--- src/rtl/zero_count_reg_pkg.sv ---
// zero_count_reg_pkg: shared scan-mode constants and count-width helper
// for the zero counter and its combinational tree.
package zero_count_reg_pkg;

    localparam int LZC_TRAILING = 0;
    localparam int LZC_LEADING  = 1;

    // Count width is clog2 of the vector width, but never narrower than one bit.
    function automatic int cnt_width(input int w);
        return (w > 1) ? $clog2(w) : 1;
    endfunction

endpackage

--- src/rtl/zero_count_reg_tree.sv ---
// zero_count_tree: combinational first-set-bit finder built as a binary tree.
// Ports:
//   in_i    [WIDTH]      vector to scan
//   cnt_o   [CNT_WIDTH]  zeros before the first set bit in the scan direction
//   empty_o              high when in_i is all zeros
module zero_count_tree
    import zero_count_reg_pkg::*;
#(
    parameter int WIDTH = 32,
    parameter int MODE  = LZC_TRAILING
) (
    input  logic [WIDTH-1:0]            in_i,
    output logic [cnt_width(WIDTH)-1:0] cnt_o,
    output logic                        empty_o
);

    localparam int CW    = cnt_width(WIDTH);
    localparam int NLEAF = 1 << $clog2(WIDTH);
    localparam int NNODE = 2 * NLEAF - 1;

    // Leaves are ordered by distance from the scan origin, so leaf j always
    // carries count j and every node simply prefers its left child.
    logic [NLEAF-1:0] w_leaf_v;
    logic [NNODE-1:0] w_node_v;
    logic [CW-1:0]    w_node_i [NNODE];

    for (genvar i = 0; i < NLEAF; i++) begin : g_leaf
        if (i < WIDTH) begin : g_real
            assign w_leaf_v[i] = in_i[(MODE == LZC_LEADING) ? WIDTH - 1 - i : i];
        end else begin : g_pad
            // Padding leaves are never valid, so they can never win a node.
            assign w_leaf_v[i] = 1'b0;
        end
    end

    // Heap layout: node n has children 2n+1 and 2n+2, leaves start at NLEAF-1.
    always_comb begin
        w_node_v = '0;
        w_node_i = '{default: '0};
        for (int i = 0; i < NLEAF; i++) begin
            w_node_v[NLEAF-1+i] = w_leaf_v[i];
            w_node_i[NLEAF-1+i] = CW'(i);
        end
        for (int n = NLEAF - 2; n >= 0; n--) begin
            w_node_v[n] = w_node_v[2*n+1] | w_node_v[2*n+2];
            w_node_i[n] = w_node_v[2*n+1] ? w_node_i[2*n+1] : w_node_i[2*n+2];
        end
    end

    // An empty vector must report zero, not whatever index the root carried.
    assign cnt_o   = w_node_v[0] ? w_node_i[0] : '0;
    assign empty_o = ~w_node_v[0];

endmodule

--- src/rtl/zero_count_reg.sv ---
// zero_count_reg: leading/trailing zero counter with optional output register.
// Ports:
//   clk_i    clock (only used when OUT_REG=1)
//   rst_ni   asynchronous active-low reset (only used when OUT_REG=1)
//   in_i     [WIDTH] vector to scan
//   cnt_o    [CNT_WIDTH] zeros before the first set bit
//   empty_o  high when the scanned vector is all zeros
module zero_count_reg
    import zero_count_reg_pkg::*;
#(
    parameter int WIDTH   = 32,
    parameter int MODE    = LZC_TRAILING,
    parameter int OUT_REG = 0
) (
    input  logic                        clk_i,
    input  logic                        rst_ni,
    input  logic [WIDTH-1:0]            in_i,
    output logic [cnt_width(WIDTH)-1:0] cnt_o,
    output logic                        empty_o
);

    localparam int CNT_WIDTH = cnt_width(WIDTH);

    if (WIDTH < 1) begin : g_bad_width
        $fatal(1, "zero_count_reg: WIDTH must be at least 1");
    end

    logic [CNT_WIDTH-1:0] w_cnt;
    logic                 w_empty;

    zero_count_tree #(
        .WIDTH (WIDTH),
        .MODE  (MODE)
    ) u_tree (
        .in_i    (in_i),
        .cnt_o   (w_cnt),
        .empty_o (w_empty)
    );

    if (OUT_REG != 0) begin : g_reg
        logic [CNT_WIDTH-1:0] r_cnt;
        logic                 r_empty;
        // Reset value matches the empty-vector result so downstream sees "no grant".
        always_ff @(posedge clk_i or negedge rst_ni) begin
            if (!rst_ni) begin
                r_cnt   <= '0;
                r_empty <= 1'b1;
            end else begin
                r_cnt   <= w_cnt;
                r_empty <= w_empty;
            end
        end
        assign cnt_o   = r_cnt;
        assign empty_o = r_empty;
    end else begin : g_comb
        logic w_unused;
        assign w_unused = clk_i ^ rst_ni;
        assign cnt_o    = w_cnt;
        assign empty_o  = w_empty;
    end

endmodule

--- config.mk ---
export PLATFORM = sky130hd
export DESIGN_NAME = zero_count_reg
export DESIGN_NICKNAME = d
export VERILOG_FILES = /design/src/rtl/zero_count_reg_pkg.sv /design/src/rtl/zero_count_reg_tree.sv /design/src/rtl/zero_count_reg.sv
export SDC_FILE = /design/constraint.sdc
export NUM_CORES = 1
export LEC_CHECK = 0
export BUFFER_PORTS_ARGS = -buffer_cell sky130_fd_sc_hd__buf_4
export CAP_MARGIN = 20
export CORE_AREA = 5 5 42 44
export DETAILED_ROUTE_END_ITERATION = 10
export DIE_AREA = 0 0 47 49
export PLACE_DENSITY = 0.65
export SETUP_SLACK_MARGIN = 0.15
export SLEW_MARGIN = 10
export SYNTH_ARGS = -nofsm -noshare
export SYNTH_HDL_FRONTEND = slang
export SYNTH_SLANG_ARGS = --single-unit
--- constraint.sdc ---
create_clock -name vclk -period 3.1
set_clock_uncertainty 0.1 [all_clocks]
set_input_delay 0.62 -clock vclk [all_inputs]
set_output_delay 0.62 -clock vclk [all_outputs]
set_load 0.02 [all_outputs]
==> impl_metrics.py, run 1 <==
metrics = {
    "worst_hold_path": {
        "min_path_cells": 5,
        "min_path_type": "in2out",
    },
    "sta": {
        "fin_crit_ns": 2.81,
        "max-slew-margin-rel_pct": 70.0,
        "max_freq_mhz": 356,
        "fin_ws_ns": 0.293,
        "finalSetupViolCount": 0,
        "fin_setup_tns_ns": 0,
        "fin_crit_sh_pct": 90.5,
        "rsz0062_at_grt": "no",
        "hold_ws_ns": 1.54,
        "maxSlewViolCount": 0,
        "tightest_slew_ns": 0.445,
        "final_hold_viol_count": 0,
    },
    "logic_synthesis": {
        "syn_area_um2": 339,
        "syn_nets": 96,
        "synth_top_area_cell": "a21oi_1",
        "syn-instance-count": 62,
        "seq_area_frac_synth_pct": 0,
        "yosysUniqueCellTypes": 19,
        "synthTopCellsByArea": "a21oi_1 15%, nor4_1 13%, nor2_1 10%, nor3_1 8.9%, inv_1 6.6%",
        "ys_warn_count": 0,
        "yosys.area.top_type_share_pct": 14.8,
        "avgSynthCellArea_um2": 5.47,
    },
    "cells_and_area": {
        "regArea_um2": 0,
        "clock_buffers": 0,
        "syn_to_final_growth_pct": 93.7,
        "seq_cells": 0,
        "finalNetCount": 136,
        "layout-drive-gt1-share_pct": 44.0,
        "antenna_cells": 0,
    },
    "power_and_ir_drop": {
        "p_per_area_nw_per_um2": 101,
        "switching_power_uw": 27.6,
        "share_comb_of_total_power_pct": 100.0,
        "p_clk_share_pct": 0,
        "p_leak_nw": 0.315,
        "p_sw_share_pct": 41.6,
        "p_seq_share_pct": 0,
        "p_int_uw": 38.7,
        "vdd_ir_drop_max_v": 0.0000488,
    },
    "routing": {
        "routed_via_density": 5.11,
        "routedWlPerCell_um": 11.3,
        "ant_nets": 0,
        "drt_first_pass_iters": 4,
        "first_iter_violations": 5,
        "drcViolationCount": 0,
        "vias": 593,
        "routed_wl_um": 1310,
    },
    "global_routing": {
        "first_global_vias": 532,
        "antenna_found_initial": 0,
        "grt_max_degree": 5,
        "track_usage_pct": 10.9,
        "grt_pass1_wl_um": 2040,
        "grt-ovfl-total": 0,
    },
    "critical_path": {
        "cp_max_fo": 4,
        "critPathLaunchType": "primary input",
        "cp-end-kind": "output port",
        "crit_required_ns": 2.38,
        "worst-endpoint-arrival_ns": 2.09,
        "crit_type": "in2out",
    },
    "placement": {
        "place_ws_ns": 0.266,
        "place_congestion": 0.803,
        "port_buffers": 38,
        "dp_hpwl_um": 1210,
    },
    "die": {
        "fp.dieW_um": 47,
        "rows": 14,
        "core_um2": 1400,
        "initial_core_util_pct": 24.2,
        "die-area_um2": 2300,
        "num_io_pins": 40,
        "die_h_um": 49,
    },
    "clock_tree": {
        "post_cts_buffers": 0,
        "cts_resized": 0,
        "ctsHoldBuffers": 0,
    },
    "job": {
        "max_cap_viol_count": 0,
    },
    "outcome": {
        "status": "finished clean",
    },
}
[routing by layer]
metal | track usage, % | routed length [um] | vias up
met3 | 0.738 | 145 | 0
met4 | 0 | 0 | 0
met5 | 0 | 0 | -
met2 | 18.1 | 601 | 34
met1 | 15.9 | 557 | 247
li1 | - | - | 312
[through the flow]
stage	instances	area (um^2)	utilization, %	power [mW]
2_1_floorplan	62	339	-	0.0200
3_3_place_gp	116	644	46.0	0.0647
3_5_place_dp	116	644	46.0	0.0654
4_1_cts	116	644	46.0	0.0656
5_1_grt	116	657	46.9	0.0735
6_report	116	657	46.9	0.0663
[power by group through the flow]
stage / sequential, mW / combinational [mW] / clock [mW]
after floorplan: 0 / 0.0200 / 0
after global placement: 0 / 0.0647 / 0
after detailed placement: 0 / 0.0654 / 0
after CTS: 0 / 0.0656 / 0
after global routing: 0 / 0.0735 / 0
final: 0 / 0.0663 / 0
[area by class of cell]
cell class | count | area (um^2)
fill | 161 | 744
multi-input combinational | 56 | 329
timing repair buffer | 38 | 285
inverter | 6 | 22.5
tap | 16 | 20.0
[synth_stat cells]
cell and number:
nand2_1 5, a21oi_1 10, and2_1 1, o21bai_1 2
inv_1 6, and3_4 1, nor2_1 9, nor2b_1 2
o21ai_0 4, or4_1 1, nor2_2 2, a2111oi_0 1
a211o_1 1, a2111oi_2 1, nor4_1 7, nor3_1 6
a21o_1 1, a21bo_1 1, nand3_1 1
[cells by family (layout without fill, tap and decap cells)]
family / Yosys count / count (layout) / share of synthesized area, %
buffers and inverters: 6 / 44 / 6.64
AND/OR/NAND/NOR: 35 / 35 / 53.5
AO/OA/AOI/OAI: 21 / 21 / 39.9
[critical path: stages]
cell and delay (ns):
buf_4 0.11, nor4_1 0.38, and3_4 0.28, nand2_1 0.10, nor3_1 0.28, a211o_1 0.18
buf_4 0.13
[cell usage in the layout (no fill, tap or decap)]
| cell | synthesis | layout |
|---|---|---|
| buf_4 | 0 | 38 |
| a21oi_1 | 10 | 10 |
| nor2_1 | 9 | 9 |
| nor3_1 | 6 | 6 |
| inv_1 | 6 | 6 |
| nor4_1 | 7 | 5 |
| nand2_1 | 5 | 5 |
| o21ai_0 | 4 | 4 |
| nor2_2 | 2 | 2 |
| nor4_2 | 0 | 2 |
| o21bai_1 | 2 | 2 |
| nor2b_1 | 2 | 2 |
| and3_4 | 1 | 1 |
| nand3_1 | 1 | 1 |
| a21bo_1 | 1 | 1 |
| and2_1 | 1 | 1 |
| or4_1 | 1 | 1 |
| a2111oi_2 | 1 | 1 |
| a21o_1 | 1 | 1 |
| a2111oi_0 | 1 | 1 |
| a211o_1 | 1 | 1 |
[final timing paths]
path,from,endpoint,slack [ns]
max,in_i[9],cnt_o[0],0.29
min,in_i[23],cnt_o[3],1.54
Note: power is estimated with default switching activity, not from simulation.
==> run 2, diff against run 1 <==
--- a/config.mk
+++ b/config.mk
@@ -10,7 +10,7 @@
 export CORE_AREA = 5 5 42 44
 export DETAILED_ROUTE_END_ITERATION = 10
 export DIE_AREA = 0 0 47 49
-export PLACE_DENSITY = 0.65
+export PLACE_DENSITY = 0.68
 export SETUP_SLACK_MARGIN = 0.15
 export SLEW_MARGIN = 10
 export SYNTH_ARGS = -nofsm -noshare
==> constraint.sdc (replaced) <==
create_clock -name vclk -period 2.52
set_clock_uncertainty 0.1 [all_clocks]
set_input_delay 0.504 -clock vclk [all_inputs]
set_output_delay 0.504 -clock vclk [all_outputs]
set_load 0.02 [all_outputs]
==> run 2 against run 1 <==
  * Setup slack got worse by 0.24 ns
  * Count of clock-buffer cells in the layout stayed put
  * Core utilization rose by 15 points
  * First-iteration DRC count is 60% lower
  * Highest routed layer unchanged
  * Largest power group unchanged
  * Flip-flop and latch count unchanged
  * Hold slack worse by 0.22 ns
  * Critical path depth unchanged
  * Wire length is 23% higher
  * Combinational power is 54% higher
  * Non-clock buffer count grew 11
  * Die area unchanged
==> impl_metrics.py, run 2 (synthesis results as in run 1) <==
metrics = {
    "outcome": {
        "status": "finished clean",
    },
    "global_routing": {
        "first_global_vias": 662,
        "grt_max_degree": 5,
        "grt-ovfl-total": 0,
        "antenna_found_initial": 0,
        "track_usage_pct": 12.7,
        "grt_pass1_wl_um": 2380,
    },
    "die": {
        "fp.dieW_um": 47,
        "core_um2": 1400,
        "die-area_um2": 2300,
        "initial_core_util_pct": 24.2,
        "rows": 14,
        "die_h_um": 49,
        "num_io_pins": 40,
    },
    "cells_and_area": {
        "antenna_cells": 0,
        "seq_cells": 0,
        "regArea_um2": 0,
        "clock_buffers": 0,
        "layout-drive-gt1-share_pct": 59.5,
        "n_fill_cell": 147,
        "syn_to_final_growth_pct": 155,
        "fin_cells": 127,
        "final_common_cell": "buf_4",
        "multi_input_area_um2": 424,
        "finalNetCount": 147,
        "layout_common_cells": "44 x buf_4, 9 x a21oi_1, 8 x nor2_1",
    },
    "sta": {
        "fin_crit_sh_pct": 97.7,
        "finalSetupViolCount": 0,
        "maxSlewViolCount": 0,
        "tightest_slew_ns": 0.347,
        "final_hold_viol_count": 0,
        "rsz0062_at_grt": "yes",
        "fin_setup_tns_ns": 0,
        "fin_crit_ns": 2.46,
        "max_freq_mhz": 406,
        "fin_ws_ns": 0.0579,
        "max-slew-margin-rel_pct": 76.7,
    },
    "job": {
        "max_cap_viol_count": 0,
    },
    "critical_path": {
        "critPathLaunchType": "primary input",
        "crit_type": "in2out",
        "crit_end": "cnt_o[1]",
        "crit_start": "in_i[11]",
        "cp-end-kind": "output port",
        "worst-endpoint-arrival_ns": 1.86,
        "cp_max_fo": 3,
        "crit_required_ns": 1.92,
    },
    "placement": {
        "place_ws_ns": -0.0199,
        "dp_hpwl_um": 1290,
        "place_congestion": 0.782,
        "port_buffers": 38,
        "dp.cells": 124,
    },
    "routing": {
        "routed_wl_um": 1610,
        "drcViolationCount": 0,
        "drt_first_pass_iters": 4,
        "routedWlPerCell_um": 12.6,
        "first_iter_violations": 2,
        "vias": 661,
        "ant_nets": 0,
        "routed_via_density": 5.20,
    },
    "power_and_ir_drop": {
        "p_per_area_nw_per_um2": 118,
        "p_leak_nw": 0.406,
        "vdd_ir_drop_max_v": 0.0000747,
    },
    "clock_tree": {
        "ctsHoldBuffers": 0,
    },
    "worst_hold_path": {
        "min_path_type": "in2out",
    },
}
run 2: cell types whose count changed in the layout (fill, tap and decap cells not counted), moves of 2 or more:
cell,previous run,this run
nor3_1,6,4
nor4_4,0,3
nor4_1,5,1
buf_6,0,3
buf_4,38,44
nor3_2,0,2
run 2: what timing repair did:
item,in CTS,in global routing
pin swaps,2,2
gates resized for setup,13,11
setup buffers,1,2
hold endpoints to repair,0,0
setup endpoints to repair,4,5
gates cloned,0,0
run 2: stage by stage:
step | hold WS [ns] | power [mW] | utilization (%) | instance area (um^2)
after floorplan | 1.09 | 0.0246 | - | 339
after global placement | 1.32 | 0.0841 | 50.3 | 704
after detailed placement | 1.32 | 0.0853 | 50.3 | 704
after CTS | 1.31 | 0.0954 | 55.9 | 783
after global routing | 1.35 | 0.110 | 61.8 | 866
final | 1.32 | 0.102 | 61.8 | 866
run 2: how the worst min path moves through the flow:
stage	slack [ns]	cells after the start	endpoint	from
6_report	1.32	5	cnt_o[3]	in_i[6]
5_1_grt	1.35	5	cnt_o[2]	in_i[3]
4_1_cts	1.31	5	cnt_o[2]	in_i[3]
3_5_place_dp	1.32	5	cnt_o[2]	in_i[3]
3_3_place_gp	1.32	5	cnt_o[3]	in_i[6]
2_1_floorplan	1.09	3	cnt_o[3]	in_i[6]
run 2: layout make-up:
| class | count | area share, % |
|---|---|---|
| Tap cell | 16 | 2.31 |
| Multi-Input combinational cell | 56 | 49.0 |
| Inverter | 6 | 2.60 |
| Timing Repair Buffer | 49 | 46.1 |
run 2: where the power goes:
part           total (mW)  switching, mW  internal, mW
clock network           0              0             0
registers               0              0             0
logic               0.102         0.0439        0.0582
run 2: worst max-delay path, cell delays in order:
cell,delay (ns)
buf_4,0.11
nor4_4,0.04
and3_4,0.15
or4_4,0.49
a2111oi_4,0.30
a21o_1,0.14
buf_6,0.12
run 2: per-layer routing:
metal / vias up / track usage, % / part of all wire, %
li1: 332 / - / -
met1: 302 / 14.6 / 36
met2: 27 / 24.4 / 54
met3: 0 / 2.21 / 10
met4: 0 / 0 / 0
met5: - / 0 / 0
==> run 3, diff against run 2 <==
--- a/config.mk
+++ b/config.mk
@@ -10,9 +10,11 @@
 export CORE_AREA = 5 5 42 44
 export DETAILED_ROUTE_END_ITERATION = 10
 export DIE_AREA = 0 0 47 49
+export GPL_TIMING_DRIVEN = 0
 export PLACE_DENSITY = 0.68
 export SETUP_SLACK_MARGIN = 0.15
 export SLEW_MARGIN = 10
 export SYNTH_ARGS = -nofsm -noshare
 export SYNTH_HDL_FRONTEND = slang
+export SYNTH_HIERARCHICAL = 1
 export SYNTH_SLANG_ARGS = --single-unit
==> run 3 against run 2 <==
  * Setup slack worse by 0.0055 ns
  * Sequential share of layout area stayed put
  * Wire length shrank 3.4%
  * Flip-flop and latch count unchanged
  * Area after synthesis did not move
  * Critical path depth stayed put
  * Synthesized cell count stayed put
  * First-iteration DRC count grew to 2.5 times the previous value
  * Combinational power fell by 6%
  * Critical endpoint unchanged
  * Largest cell class unchanged
==> impl_metrics.py, run 3 <==
metrics = {
    "outcome": {
        "status": "finished clean",
    },
    "cells_and_area": {
        "finalNetCount": 136,
        "finish.utilization_pct": 52.5,
        "clock_buffers": 0,
        "syn_to_final_growth_pct": 117,
        "layout_common_cells": "37 x buf_4, 10 x a21oi_1, 9 x nor2_1",
        "seq_cells": 0,
        "final_common_cell": "buf_4",
        "layout-drive-gt1-share_pct": 51.0,
        "antenna_cells": 0,
        "regArea_um2": 0,
    },
    "clock_tree": {
        "ctsHoldBuffers": 0,
        "post_cts_buffers": 0,
    },
    "routing": {
        "vias": 597,
        "first_iter_violations": 5,
        "drt_first_pass_iters": 4,
        "routedWlPerCell_um": 13.4,
        "ant_nets": 0,
        "routed_wl_um": 1550,
        "drcViolationCount": 0,
        "routed_via_density": 5.15,
    },
    "logic_synthesis": {
        "yosys.area.top_type_share_pct": 14.8,
        "post-synth-top-count-cell": "a21oi_1",
        "ys_warn_count": 6,
        "synthTopCellsByArea": "a21oi_1 15%, nor4_1 13%, nor2_1 10%, nor3_1 8.9%, inv_1 6.6%",
        "yosys-top-cells-count": "10 x a21oi_1, 9 x nor2_1, 7 x nor4_1",
        "syn_nets": 96,
        "syn-instance-count": 62,
        "syn_area_um2": 339,
        "yosysUniqueCellTypes": 19,
        "seq_area_frac_synth_pct": 0,
        "avgSynthCellArea_um2": 5.47,
        "synth_top_area_cell": "a21oi_1",
    },
    "power_and_ir_drop": {
        "p_leak_nw": 0.328,
        "switching_power_uw": 43.1,
        "p_per_area_nw_per_um2": 130,
        "vdd_ir_drop_max_v": 0.0000561,
        "p_total_uw": 95.4,
        "p_clk_share_pct": 0,
        "p_sw_share_pct": 45.2,
        "share_comb_of_total_power_pct": 100.0,
        "p_seq_share_pct": 0,
        "p_int_uw": 52.3,
    },
    "critical_path": {
        "worst-endpoint-arrival_ns": 1.86,
        "crit_type": "in2out",
        "max_stage_delay_ns": 0.50,
        "cp_cell_sequence": "buf_4 -> nor4_2 -> and3_4 -> or4_4 -> a2111oi_4 -> a21o_1 -> buf_6",
        "cp_max_fo": 4,
        "worst-path-buf-inv": 2,
        "slowest_stage": "or4_4",
        "cp-end-kind": "output port",
        "crit_required_ns": 1.92,
        "crit_family": "simple AND/OR/NAND/NOR gates",
        "critPathLaunchType": "primary input",
    },
    "sta": {
        "max-slew-margin-rel_pct": 70.9,
        "maxSlewViolCount": 0,
        "fin_crit_sh_pct": 97.9,
        "rsz0062_at_grt": "yes",
        "tightest_slew_ns": 0.426,
        "finalSetupViolCount": 0,
        "fin_crit_ns": 2.47,
        "max_freq_mhz": 405,
        "final_hold_viol_count": 0,
    },
    "global_routing": {
        "first_global_vias": 598,
        "grt_max_degree": 5,
        "antenna_found_initial": 0,
        "track_usage_pct": 12.9,
        "grt_pass1_wl_um": 2430,
        "grt-ovfl-total": 0,
    },
    "die": {
        "die_h_um": 49,
        "fp.dieW_um": 47,
        "die-area_um2": 2300,
        "core_um2": 1400,
        "rows": 14,
        "initial_core_util_pct": 24.2,
        "num_io_pins": 40,
    },
    "placement": {
        "dp_hpwl_um": 1190,
        "port_buffers": 38,
        "place_congestion": 0.796,
    },
    "worst_hold_path": {
        "min_path_type": "in2out",
    },
    "job": {
        "max_cap_viol_count": 0,
    },
}
-- run 3: cell count changes in the layout (fill, tap and decap cells not counted), sizes merged --
cell and change:
buf -11
-- run 3: timing repair --
action,4_1_cts,5_1_grt
resized for setup,13,1
setup endpoints to repair,3,3
pin swaps,2,0
cloned,0,0
-- run 3: cell families (layout without fill, tap and decap cells) --
logic type             after synthesis  count (layout)  share of synthesized area (%)
and+or+nand+nor                     35              35                           53.5
AOI/OAI and AO/OA                   21              21                           39.9
buffers and inverters                6              44                           6.64
-- run 3: through the flow --
step | instances | instance area, um^2 | hold WS, ns | setup TNS (ns) | setup slack [ns]
finish | 116 | 736 | 1.32 | 0 | 0.0524
CTS | 116 | 727 | 1.31 | 0 | 0.0567
floorplan | 62 | 339 | 1.09 | 0 | 0.180
global route | 116 | 736 | 1.35 | -0.0198 | -0.0151
detailed placement | 116 | 644 | 1.31 | -0.0879 | -0.0447
global placement | 116 | 644 | 1.31 | -0.0778 | -0.0487
-- run 3: cell type report --
cell class                      count  area (um^2)
Timing Repair Buffer               38          289
Fill cell                         161          666
Tap cell                           16         20.0
Inverter                            6         22.5
Multi-Input combinational cell     56          404
-- run 3: final timing paths --
check                   start        to  slack (ns)  depth (start not counted)
worst max-delay path  in_i[8]  cnt_o[1]        0.05                          7
worst min-delay path  in_i[7]  cnt_o[3]        1.32                          5
-- run 3: per-layer routing --
metal  vias up  part of all wire, %  GRT usage [%]
li1        310                    -              -
met1       259                   37           15.4
met2        28                   53           23.3
met3         0                   10           2.95
met4         0                    0          0.922
met5         -                    0              0
-- run 3: power by group through the flow --
stage	clock (mW)	combinational, mW	sequential (mW)
floorplan	0	0.0246	0
global placement	0	0.0791	0
detailed placement	0	0.0800	0
CTS	0	0.0924	0
global route	0	0.103	0
finish	0	0.0954	0
-- run 3: tightest hold or removal path, stage by stage --
cell and delay (ns):
buf_4 0.09, nor4_2 0.05, nand2_1 0.07, a21oi_1 0.05
buf_4 0.15
